<file path="config.mk">
export PLATFORM = sky130hd
export DESIGN_NAME = writeback_arbiter
export DESIGN_NICKNAME = d
export VERILOG_FILES = /design/src/rtl/writeback_arbiter.sv
export SDC_FILE = /design/constraint.sdc
export NUM_CORES = 1
export LEC_CHECK = 0
export ABC_CLOCK_PERIOD_IN_PS = 4700
export CORE_MARGIN = 2
export CORE_UTILIZATION = 59
export CTS_CLUSTER_DIAMETER = 50
export DETAILED_ROUTE_END_ITERATION = 10
export GPL_TIMING_DRIVEN = 0
export HOLD_SLACK_MARGIN = 0.12
export PLACE_DENSITY = 0.85
export SLEW_MARGIN = 20
export SYNTH_ARGS = -nofsm -noshare
export SYNTH_HDL_FRONTEND = slang
export SYNTH_SLANG_ARGS = --single-unit
</file>
<file path="constraint.sdc">
create_clock -name clk -period 4.7 [get_ports clk]
set_input_delay 1.41 -clock clk [delete_from_list [all_inputs] [get_ports clk]]
set_output_delay 1.41 -clock clk [all_outputs]
set_load 0.02 [all_outputs]
</file>
<file path="src/rtl/writeback_arbiter.sv">
// writeback_arbiter
//   Shares the single register-file write port among four result streams
//   (0 alu, 1 fpu, 2 mem, 3 misc). Each stream has its own FIFO. A
//   round-robin arbiter drains the FIFOs, one write per cycle in total.
//   The block also drives a stall back to the decoder and answers a
//   pending-write hazard query for the register-read stage.
// Ports:
//   clk, reset               clock; synchronous active-high reset
//   enable_*/addr_*/data_*/float_*   per-source write requests
//   write_enable/addr/data/float     registered register-file write port
//   stall                    registered; some FIFO is at or above STALL_LEVEL
//   pending                  some FIFO is non-empty, or a write is on the port
//   query_addr/query_float   register being read by the issue stage
//   query_hit                a matching write is queued or on the port
//   overflow                 sticky; a push was dropped because its FIFO was full
module writeback_arbiter #(
    parameter int unsigned DEPTH       = 4,
    parameter int unsigned STALL_LEVEL = 2
) (
    input  logic        clk,
    input  logic        reset,
    input  logic        enable_alu,
    input  logic        enable_fpu,
    input  logic        enable_mem,
    input  logic        enable_misc,
    input  logic [4:0]  addr_alu,
    input  logic [4:0]  addr_fpu,
    input  logic [4:0]  addr_mem,
    input  logic [4:0]  addr_misc,
    input  logic [31:0] data_alu,
    input  logic [31:0] data_fpu,
    input  logic [31:0] data_mem,
    input  logic [31:0] data_misc,
    input  logic        float_alu,
    input  logic        float_fpu,
    input  logic        float_mem,
    input  logic        float_misc,
    output logic        write_enable,
    output logic [4:0]  write_addr,
    output logic [31:0] write_data,
    output logic        write_float,
    output logic        stall,
    output logic        pending,
    input  logic [4:0]  query_addr,
    input  logic        query_float,
    output logic        query_hit,
    output logic        overflow
);
    localparam int unsigned PW   = (DEPTH > 1) ? $clog2(DEPTH) : 1;
    localparam int unsigned CW   = $clog2(DEPTH + 1);
    localparam int unsigned NSRC = 4;

    logic [NSRC-1:0]  src_en;
    logic [NSRC-1:0]  src_float;
    logic [4:0]       src_addr [NSRC];
    logic [31:0]      src_data [NSRC];

    logic [4:0]       q_addr  [NSRC][DEPTH];
    logic [31:0]      q_data  [NSRC][DEPTH];
    logic [DEPTH-1:0] q_float [NSRC];
    logic [DEPTH-1:0] q_valid [NSRC];
    logic [PW-1:0]    rd_ptr  [NSRC];
    logic [PW-1:0]    wr_ptr  [NSRC];
    logic [CW-1:0]    count   [NSRC];
    logic [CW-1:0]    count_next [NSRC];

    logic [1:0]       rr_ptr;
    logic [1:0]       gnt_idx;
    logic             gnt_any;
    logic [NSRC-1:0]  non_empty, accept, full, pop, push, drop;
    logic             stall_next;

    always_comb begin
        src_en       = {enable_misc, enable_mem, enable_fpu, enable_alu};
        src_float    = {float_misc, float_mem, float_fpu, float_alu};
        src_addr[0]  = addr_alu;
        src_addr[1]  = addr_fpu;
        src_addr[2]  = addr_mem;
        src_addr[3]  = addr_misc;
        src_data[0]  = data_alu;
        src_data[1]  = data_fpu;
        src_data[2]  = data_mem;
        src_data[3]  = data_misc;
    end

    always_comb begin
        non_empty  = '0;
        accept     = '0;
        full       = '0;
        pop        = '0;
        push       = '0;
        drop       = '0;
        gnt_any    = 1'b0;
        gnt_idx    = rr_ptr;
        stall_next = 1'b0;
        for (int unsigned s = 0; s < NSRC; s++) begin
            non_empty[s] = (count[s] != '0);
        end
        // Search starts at the round-robin pointer; the 2-bit sum wraps 3->0.
        for (int unsigned k = 0; k < NSRC; k++) begin
            if (!gnt_any && non_empty[rr_ptr + 2'(k)]) begin
                gnt_any = 1'b1;
                gnt_idx = rr_ptr + 2'(k);
            end
        end
        for (int unsigned s = 0; s < NSRC; s++) begin
            // Integer r0 is never written, so it is dropped before queuing.
            accept[s] = src_en[s] && ((src_addr[s] != '0) || src_float[s]);
            full[s]   = (count[s] == CW'(DEPTH));
            pop[s]    = gnt_any && (gnt_idx == 2'(s));
            push[s]   = accept[s] && (!full[s] || pop[s]);
            drop[s]   = accept[s] && full[s] && !pop[s];
            count_next[s] = count[s] + CW'(push[s]) - CW'(pop[s]);
            if (count_next[s] >= CW'(STALL_LEVEL)) begin
                stall_next = 1'b1;
            end
        end
    end

    always_ff @(posedge clk) begin
        if (reset) begin
            for (int unsigned s = 0; s < NSRC; s++) begin
                rd_ptr[s]  <= '0;
                wr_ptr[s]  <= '0;
                count[s]   <= '0;
                q_valid[s] <= '0;
            end
            rr_ptr       <= '0;
            write_enable <= 1'b0;
            write_addr   <= '0;
            write_data   <= '0;
            write_float  <= 1'b0;
            stall        <= 1'b0;
            overflow     <= 1'b0;
        end else begin
            for (int unsigned s = 0; s < NSRC; s++) begin
                count[s] <= count_next[s];
                // When full, push and pop address the same slot; the
                // later set must win over the clear.
                if (pop[s]) begin
                    rd_ptr[s]                <= rd_ptr[s] + 1'b1;
                    q_valid[s][rd_ptr[s]]    <= 1'b0;
                end
                if (push[s]) begin
                    wr_ptr[s]                <= wr_ptr[s] + 1'b1;
                    q_valid[s][wr_ptr[s]]    <= 1'b1;
                end
            end
            if (|drop) begin
                overflow <= 1'b1;
            end
            stall        <= stall_next;
            write_enable <= gnt_any;
            if (gnt_any) begin
                write_addr  <= q_addr[gnt_idx][rd_ptr[gnt_idx]];
                write_data  <= q_data[gnt_idx][rd_ptr[gnt_idx]];
                write_float <= q_float[gnt_idx][rd_ptr[gnt_idx]];
                rr_ptr      <= gnt_idx + 2'd1;
            end
        end
    end

    // Payload storage needs no reset; q_valid and count qualify it.
    always_ff @(posedge clk) begin
        for (int unsigned s = 0; s < NSRC; s++) begin
            if (push[s]) begin
                q_addr[s][wr_ptr[s]]  <= src_addr[s];
                q_data[s][wr_ptr[s]]  <= src_data[s];
                q_float[s][wr_ptr[s]] <= src_float[s];
            end
        end
    end

    always_comb begin
        pending = (|non_empty) || write_enable;
    end

    always_comb begin
        query_hit = 1'b0;
        if ((query_addr != '0) || query_float) begin
            if (write_enable && (write_addr == query_addr) && (write_float == query_float)) begin
                query_hit = 1'b1;
            end
            for (int unsigned s = 0; s < NSRC; s++) begin
                for (int unsigned i = 0; i < DEPTH; i++) begin
                    if (q_valid[s][i] && (q_addr[s][i] == query_addr) &&
                        (q_float[s][i] == query_float)) begin
                        query_hit = 1'b1;
                    end
                end
            end
        end
    end

endmodule

</file>
Word level (Yosys, flattened, before mapping)
Memories as Yosys holds them, arrays and structs flattened.
Index checks and enable logic that the tools add are counted.
Operators by class
  add/sub/neg operators: 20
  $lt $le $gt $ge: 34
  equality and inequality tests: 41
  mux-type cells: 168
  bitwise gates (word level): 49
  reduce and logical (&&, ||, !) cells: 102
Operators by type and width (number)
  $mux W128: 4
  $demux W32 S2: 4
  $mux W32: 6
  $mux W1: 98
  $eq A5 B5 Y1: 17
  $mux W20: 4
  $logic_and A1 B1 Y1: 69
  $bmux W32 S2: 1
  $mux W4: 12
  $or A1 B1 Y1: 44
  $demux W5 S2: 4
  $lt A2 B3 Y1 const B: 13
  $mux W5: 6
  $reduce_bool A5 Y1: 5
  $mux W2: 11
  $add A2 B1 Y2 const B: 10
  $eq A1 B1 Y1: 17
  $demux W1 S2: 8
  $ge A2 B1 Y1 const B: 8
  $ge A3 B3 Y1 const B: 5
  $not A2 Y3: 5
  $add A3 B1 Y3: 4
  $eq A3 B3 Y1 const B: 4
  $ge A3 B2 Y1 const B: 4
  13 further kinds: 51
Storage, ports and cells
  bits in registers: 43
  memory bits (writable): 652
  output and inout port bits: 43
  memories kept: 7
Memories
  q_data: depth 4, bits a word 128, rd ports 1, clocked after Yosys merged registers in 0, wr ports 4, RTL line 59  | logic [31:0] q_data [NSRC][DEPTH];
  q_addr: depth 4, bits a word 20, rd ports 5, clocked after Yosys merged registers in 0, wr ports 4, RTL line 58  | logic [4:0] q_addr [NSRC][DEPTH];
  q_float: depth 4, bits a word 4, rd ports 5, clocked after Yosys merged registers in 0, wr ports 4, RTL line 60  | logic [DEPTH-1:0] q_float [NSRC];
  q_valid: depth 4, bits a word 4, rd ports 4, clocked after Yosys merged registers in 0, wr ports 4, RTL line 61  | logic [DEPTH-1:0] q_valid [NSRC];
  count: depth 4, bits a word 3, rd ports 4, clocked after Yosys merged registers in 0, wr ports 4, RTL line 64  | logic [CW-1:0] count [NSRC];
  rd_ptr: depth 4, bits a word 2, rd ports 5, clocked after Yosys merged registers in 0, wr ports 4, RTL line 62  | logic [PW-1:0] rd_ptr [NSRC];
  +1 memories

Depth between registers and ports, before layout
Gate-level depths: netlist of the first run.
  word-level depth: 24
  mapped depth: 18
  mapped depth without buffers: 15

Least setup slack after synthesis of the first run
OpenSTA, ideal clock, no wires.
  path kind: input port to output port
  start point: input query_addr[1]
  end point: output query_hit
  arrival time: 3.059 ns
  required time: 3.290 ns
  slack: 0.231 ns
  stages on the path: 9
  buffers on the path: 2
  cell sequence: clkbuf_1 > buf_2 > xnor2_1 > nand4_1 > nor4_1 > nor3_1 > nand3_1 > nor4_1 > a21oi_1
On the way
  longest elaborated chain between the ends: 21
  elaborated cells between the ends (all ways): 71
  classes of those cells: eq/ne: 17; mux: 18; reduce/logical: 36
RTL lines
  start: declaration: RTL line 44  | input logic [4:0] query_addr,
  $eq A5 B5 Y1: RTL line 181  | if (write_enable && (write_addr == query_addr) && (write_float == query_float)) begin
  $logic_and A1 B1 Y1 (2 in series): RTL line 181
  $mux W1: RTL line 181
  $mux W1 (16 in series): RTL line 186  | if (q_valid[s][i] && (q_addr[s][i] == query_addr) &&
  $mux W1 (*): RTL line 180  | if ((query_addr != '0) || query_float) begin
  end: declaration: RTL line 46  | output logic query_hit,
Mark *: on every way between the ends. The rest lies on a longest branch, timed or not.

Worst setup path after layout of the first run
  start point: input query_addr[3]
  end point: output query_hit
Same word-level chain as after synthesis.

==> out/results.env, run 1 <==
POST_SYNTH_INSTANCE_AREA_UM2=30400
YOSYS.CELL_COUNT.TOP_TYPE='sky130_fd_sc_hd__edfxtp_1'
REG2REG_SETUP_SLACK_NS=0.18
GRT_SETUP_UNREPAIRED='false'
DETAIL-ROUTE-ANTENNA-NETS=0
TOP_LEVEL_PORTS=207
SYNTHESIS.NETS=2370
POST_SYNTH.CELL_AREA_AVG_UM2=14.1
MIN_PERIOD_NS=4.64
DRIVE_ABOVE_1_SHARE_PCT=10.3
ASYNC_FLOP_SHARE_PCT=0
CTS_TREE='yes'
YOSYS.CELL_TYPES.COUNT=58
GRT_USAGE_PCT=38.7
FRACTION_OF_POST_SYNTHESIS_CELL_AREA_IN_THE_TOP_CELL_TYPE_BY_AREA_PCT=63.3
SYNTH_TOP_CELLS_BY_COUNT='sky130_fd_sc_hd__edfxtp_1 (640), sky130_fd_sc_hd__nand2_1 (202), sky130_fd_sc_hd__a21oi_1 (158)'
FINALHOLDVIOLATIONS=0
VIA_COUNT_OF_THE_FIRST_GLOBAL_ROUTING_PASS=22600
POST-ROUTE-DRC-COUNT=0
TIMING.MAX_SLEW.REL_SLACK_PCT=19.9
PER_CELL_ROUTED_WIRE_LENGTH_UM=32.8
TOTAL_VIAS_IN_THE_FINAL_ROUTE=22700
SYNTH.FF_LATCH_COUNT=695
NUMCTSBUFFERS=71
CTSLONGESTPATHBUFFERS=3
CRIT_PATH_ARRIVAL_TIME_NS=3.23
YOSYSTOPAREACELL='sky130_fd_sc_hd__edfxtp_1'
CTS-HOLD-FIX-BUFFERS=0
WORST_SLEW_PIN_SLEW_NS=1.20
DRT-VIAS-PER-INSTANCE=7.14
REGTOREGENDPOINT='stall'
ROUTE.MET2.WL_MM=46.4
YOSYSSEQAREASHARE_PCT=66.9
TIMING.CRITICAL_PATH.REQUIRED_NS=3.29
AREA.GROWTH.SYNTH_TO_FINAL_PCT=18.3
GRT_ANTENNA_BEFORE_REPAIR=7
CRITICAL_PATH.TOP_DELAY_FAMILY='simple AND/OR/NAND/NOR gates'
FINALSETUPVIOLCOUNT=0
TOP_ROUTING_LAYER_USED='met5'
COUNT_OF_FILLER_CELLS_INSERTED_IN_THE_LAYOUT=3261
CLK_ROOT_BUFFER_CELL='sky130_fd_sc_hd__clkbuf_16'
CRITICAL-PATH-SLOWEST-CELL='sky130_fd_sc_hd__or4_1'
FP.DIEW_UM=231
FINAL_NETS=2654
WORSTSKEWPAIRLATENCY_NS=0.63
PLACE_HPWL_MM=70.0
WIRE_LENGTH_OF_THE_FIRST_GLOBAL_ROUTING_PASS_MM=148
PORT_BUFFERS=200
SYNTH_ENABLE_FLOP_CELLS=640
SYNTH_FF_TYPE='sky130_fd_sc_hd__edfxtp_1'
HOLD_PATH_START='write_data[3]'
PATH_CELLS='clkbuf_4 > xor2_2 > nor4_1 > or4_1 > nor4_2 > a21oi_1 > clkbuf_2'
MAX_CLOCK_FREQ_GHz=0.216
FIN_CRIT_SH_PCT=98.7
PLACEABLE_CORE_REGION_UM2=51100
TIMING.CRITICAL_PATH.FANOUT_MAX=9
GRT_START_MAX_NET_PINS=39
WORST_HOLD_CHECK_PATH_TYPE='flip-flop to flip-flop'
CRITICAL_PATH.STARTPOINT='query_addr[3]'
PATH_CLK_SLEW_NS=0.06
TIMING.CRITICAL_PATH.TO_TYPE='primary output'
MET3_ROUTED_LENGTH_MM=15.6
CRIT_PATH_START_KIND='primary input'
CLOCK_SINKS=695
STATUS='finished, final reports clean'
REG2REGPATHDEPTH=14
WHS_ENDPOINT='write_data[3]'
FIRSTDRTPASSITERS=7
MAXCAPVIOLCOUNT=0
ROUTE.FINAL.WIRE_LENGTH_MM=104
SETUP-TNS-FINAL_NS=0
FLOORPLAN.INITIALDENSITY_PCT=59.4
COUNT_OF_FINAL_MAX_SLEW_CHECK_FAILURES=0
SETUP.WORST_PATH.CLASS='primary input to primary output'
SYNTH_AREA_LEADERS='sky130_fd_sc_hd__edfxtp_1 (63%), sky130_fd_sc_hd__o2111a_1 (4.2%), sky130_fd_sc_hd__dfxtp_1 (3.6%), sky130_fd_sc_hd__a211oi_1 (2.8%), sky130_fd_sc_hd__a21oi_1 (2.6%)'
SYNTH-WARNING-COUNT=0
CPPEAKSTAGEDELAY_NS=0.59
CTS_HTREE_LEVELS=3
WORST_HOLD_PATH.NUM_CELLS=2
PLACE.GP.CONGESTION=0.970
TIMING.CRITICAL_PATH.BUF_INV=2
DIE_HEIGHT_UM=231
CLOCK-SKEW-FINAL_NS=0.0371
WL_MET1_MM=35.0
FLOORPLAN.ROWS=83
R2R_START='count[1][1]'
DETAIL_ROUTE.ITER0.VIOLATIONS=4035
POST_SYNTHESIS_INSTANCE_TOTAL=2158
DESIGN.DIE.AREA_UM2=53300
GLOBALROUTE.TOTALOVERFLOW=0
[registers in the layout, indices dropped and copies added (netlist names)]
signal        cells
q_data          512
q_addr           80
write_data       32
q_float          16
q_valid          16
count            12
rd_ptr            8
wr_ptr            8
write_addr        5
rr_ptr            2
overflow          1
stall             1
write_enable      1
write_float       1
[kinds of logic (layout without fill, tap and decap cells)]
kind of cell / Yosys count / count (layout) / share of synthesized area [%]
multiplexers: 76 / 76 / 2.51
AND/OR/NAND/NOR: 384 / 384 / 6.21
XOR/XNOR: 110 / 110 / 3.17
AO/OA/AOI/OAI: 614 / 614 / 15.7
flip-flops: 695 / 695 / 66.9
other: 0 / 5 / 0
buffers and inverters: 231 / 569 / 3.38
adder cells (fa/ha/maj): 48 / 48 / 2.08
[worst max path at each step]
stage                         end  slack, ns  depth (start not counted)
finish                  query_hit       0.06                          7
global route                stall       0.04                         14
CTS                     query_hit      -0.05                          9
detailed placement      query_hit      -0.82                         10
global placement    q_valid[0][8]      -1.14                         11
floorplan               query_hit       0.23                          9
[stage by stage]
stage	setup WS, ns	instances	utilization, %	hold WS [ns]	cell area, µm²
after floorplan	0.231	2158	-	0.533	30400
after global placement	-1.14	3038	65.0	0.472	33200
after detailed placement	-0.825	3052	65.6	0.475	33500
after CTS	-0.0520	3178	70.2	0.488	35800
after global routing	0.0365	3181	70.3	0.502	35900
final	0.0625	3181	70.3	0.485	35900
[worst register-to-register path, cell delays in order (launching register included)]
cell and delay, ns:
sky130_fd_sc_hd__dfxtp_1 0.35, sky130_fd_sc_hd__or3_1 0.45, sky130_fd_sc_hd__o211ai_1 0.21, sky130_fd_sc_hd__buf_2 0.30, sky130_fd_sc_hd__clkinv_2 0.17, sky130_fd_sc_hd__buf_6 0.20
sky130_fd_sc_hd__buf_6 0.18, sky130_fd_sc_hd__buf_4 0.22, sky130_fd_sc_hd__ha_1 0.26, sky130_fd_sc_hd__or4b_2 0.63, sky130_fd_sc_hd__nor2b_1 0.23, sky130_fd_sc_hd__ha_1 0.29
sky130_fd_sc_hd__fa_1 0.50, sky130_fd_sc_hd__nor4b_2 0.27, sky130_fd_sc_hd__a31oi_1 0.12
[area by class of cell]
type                            count  area [µm²]  share of cell area [%]
Antenna cell                        5        12.5                  0.0349
Buffer                            186         918                    2.56
Clock buffer                       93        1950                    5.43
Clock inverter                     34         304                   0.847
Inverter                           42         164                   0.457
Multi-Input combinational cell   1232        9090                    25.3
Sequential cell                   695       20300                    56.6
Tap cell                          680         851                    2.37
Timing Repair Buffer              214        2280                    6.36
[repair_timing]
| action | 4_1_cts | 5_1_grt |
|---|---|---|
| pin swaps | 0 | 1 |
| resized for setup | 26 | 13 |
| setup buffers | 0 | 0 |
| endpoints found under the setup margin | 3 | 2 |
[layout by cell type, fill, tap and decap left out, types with 56 or more instances in the layout]
master / netlist / layout
sky130_fd_sc_hd__a211oi_1: 115 / 115
sky130_fd_sc_hd__a21oi_1: 158 / 158
sky130_fd_sc_hd__a22oi_1: 76 / 76
sky130_fd_sc_hd__clkbuf_1: 97 / 104
sky130_fd_sc_hd__clkbuf_16: 0 / 71
sky130_fd_sc_hd__clkdlybuf4s50_1: 0 / 199
sky130_fd_sc_hd__edfxtp_1: 640 / 640
sky130_fd_sc_hd__mux2i_1: 76 / 76
sky130_fd_sc_hd__nand2_1: 202 / 202
sky130_fd_sc_hd__nor4_1: 59 / 56
sky130_fd_sc_hd__o2111a_1: 114 / 114
sky130_fd_sc_hd__xnor2_1: 58 / 57
[per-layer routing]
metal	GRT usage, %	up-vias
li1	-	9073
met4	23.6	4
met3	10.6	509
met2	58.9	2266
met1	49.7	10800
met5	0	-
Power of run 1 is left out: the tool's default activity adds up to more than one toggle a clock period on the data nets, which glitch-free logic cannot reach.
==> inputs of run 2 (changes only) <==
CAP_MARGIN = 20   (was not set)
==> results of run 2 <==
Final layout, timing and power as in run 1 (identical DEF).
Power of run 2 is left out for the same reason.
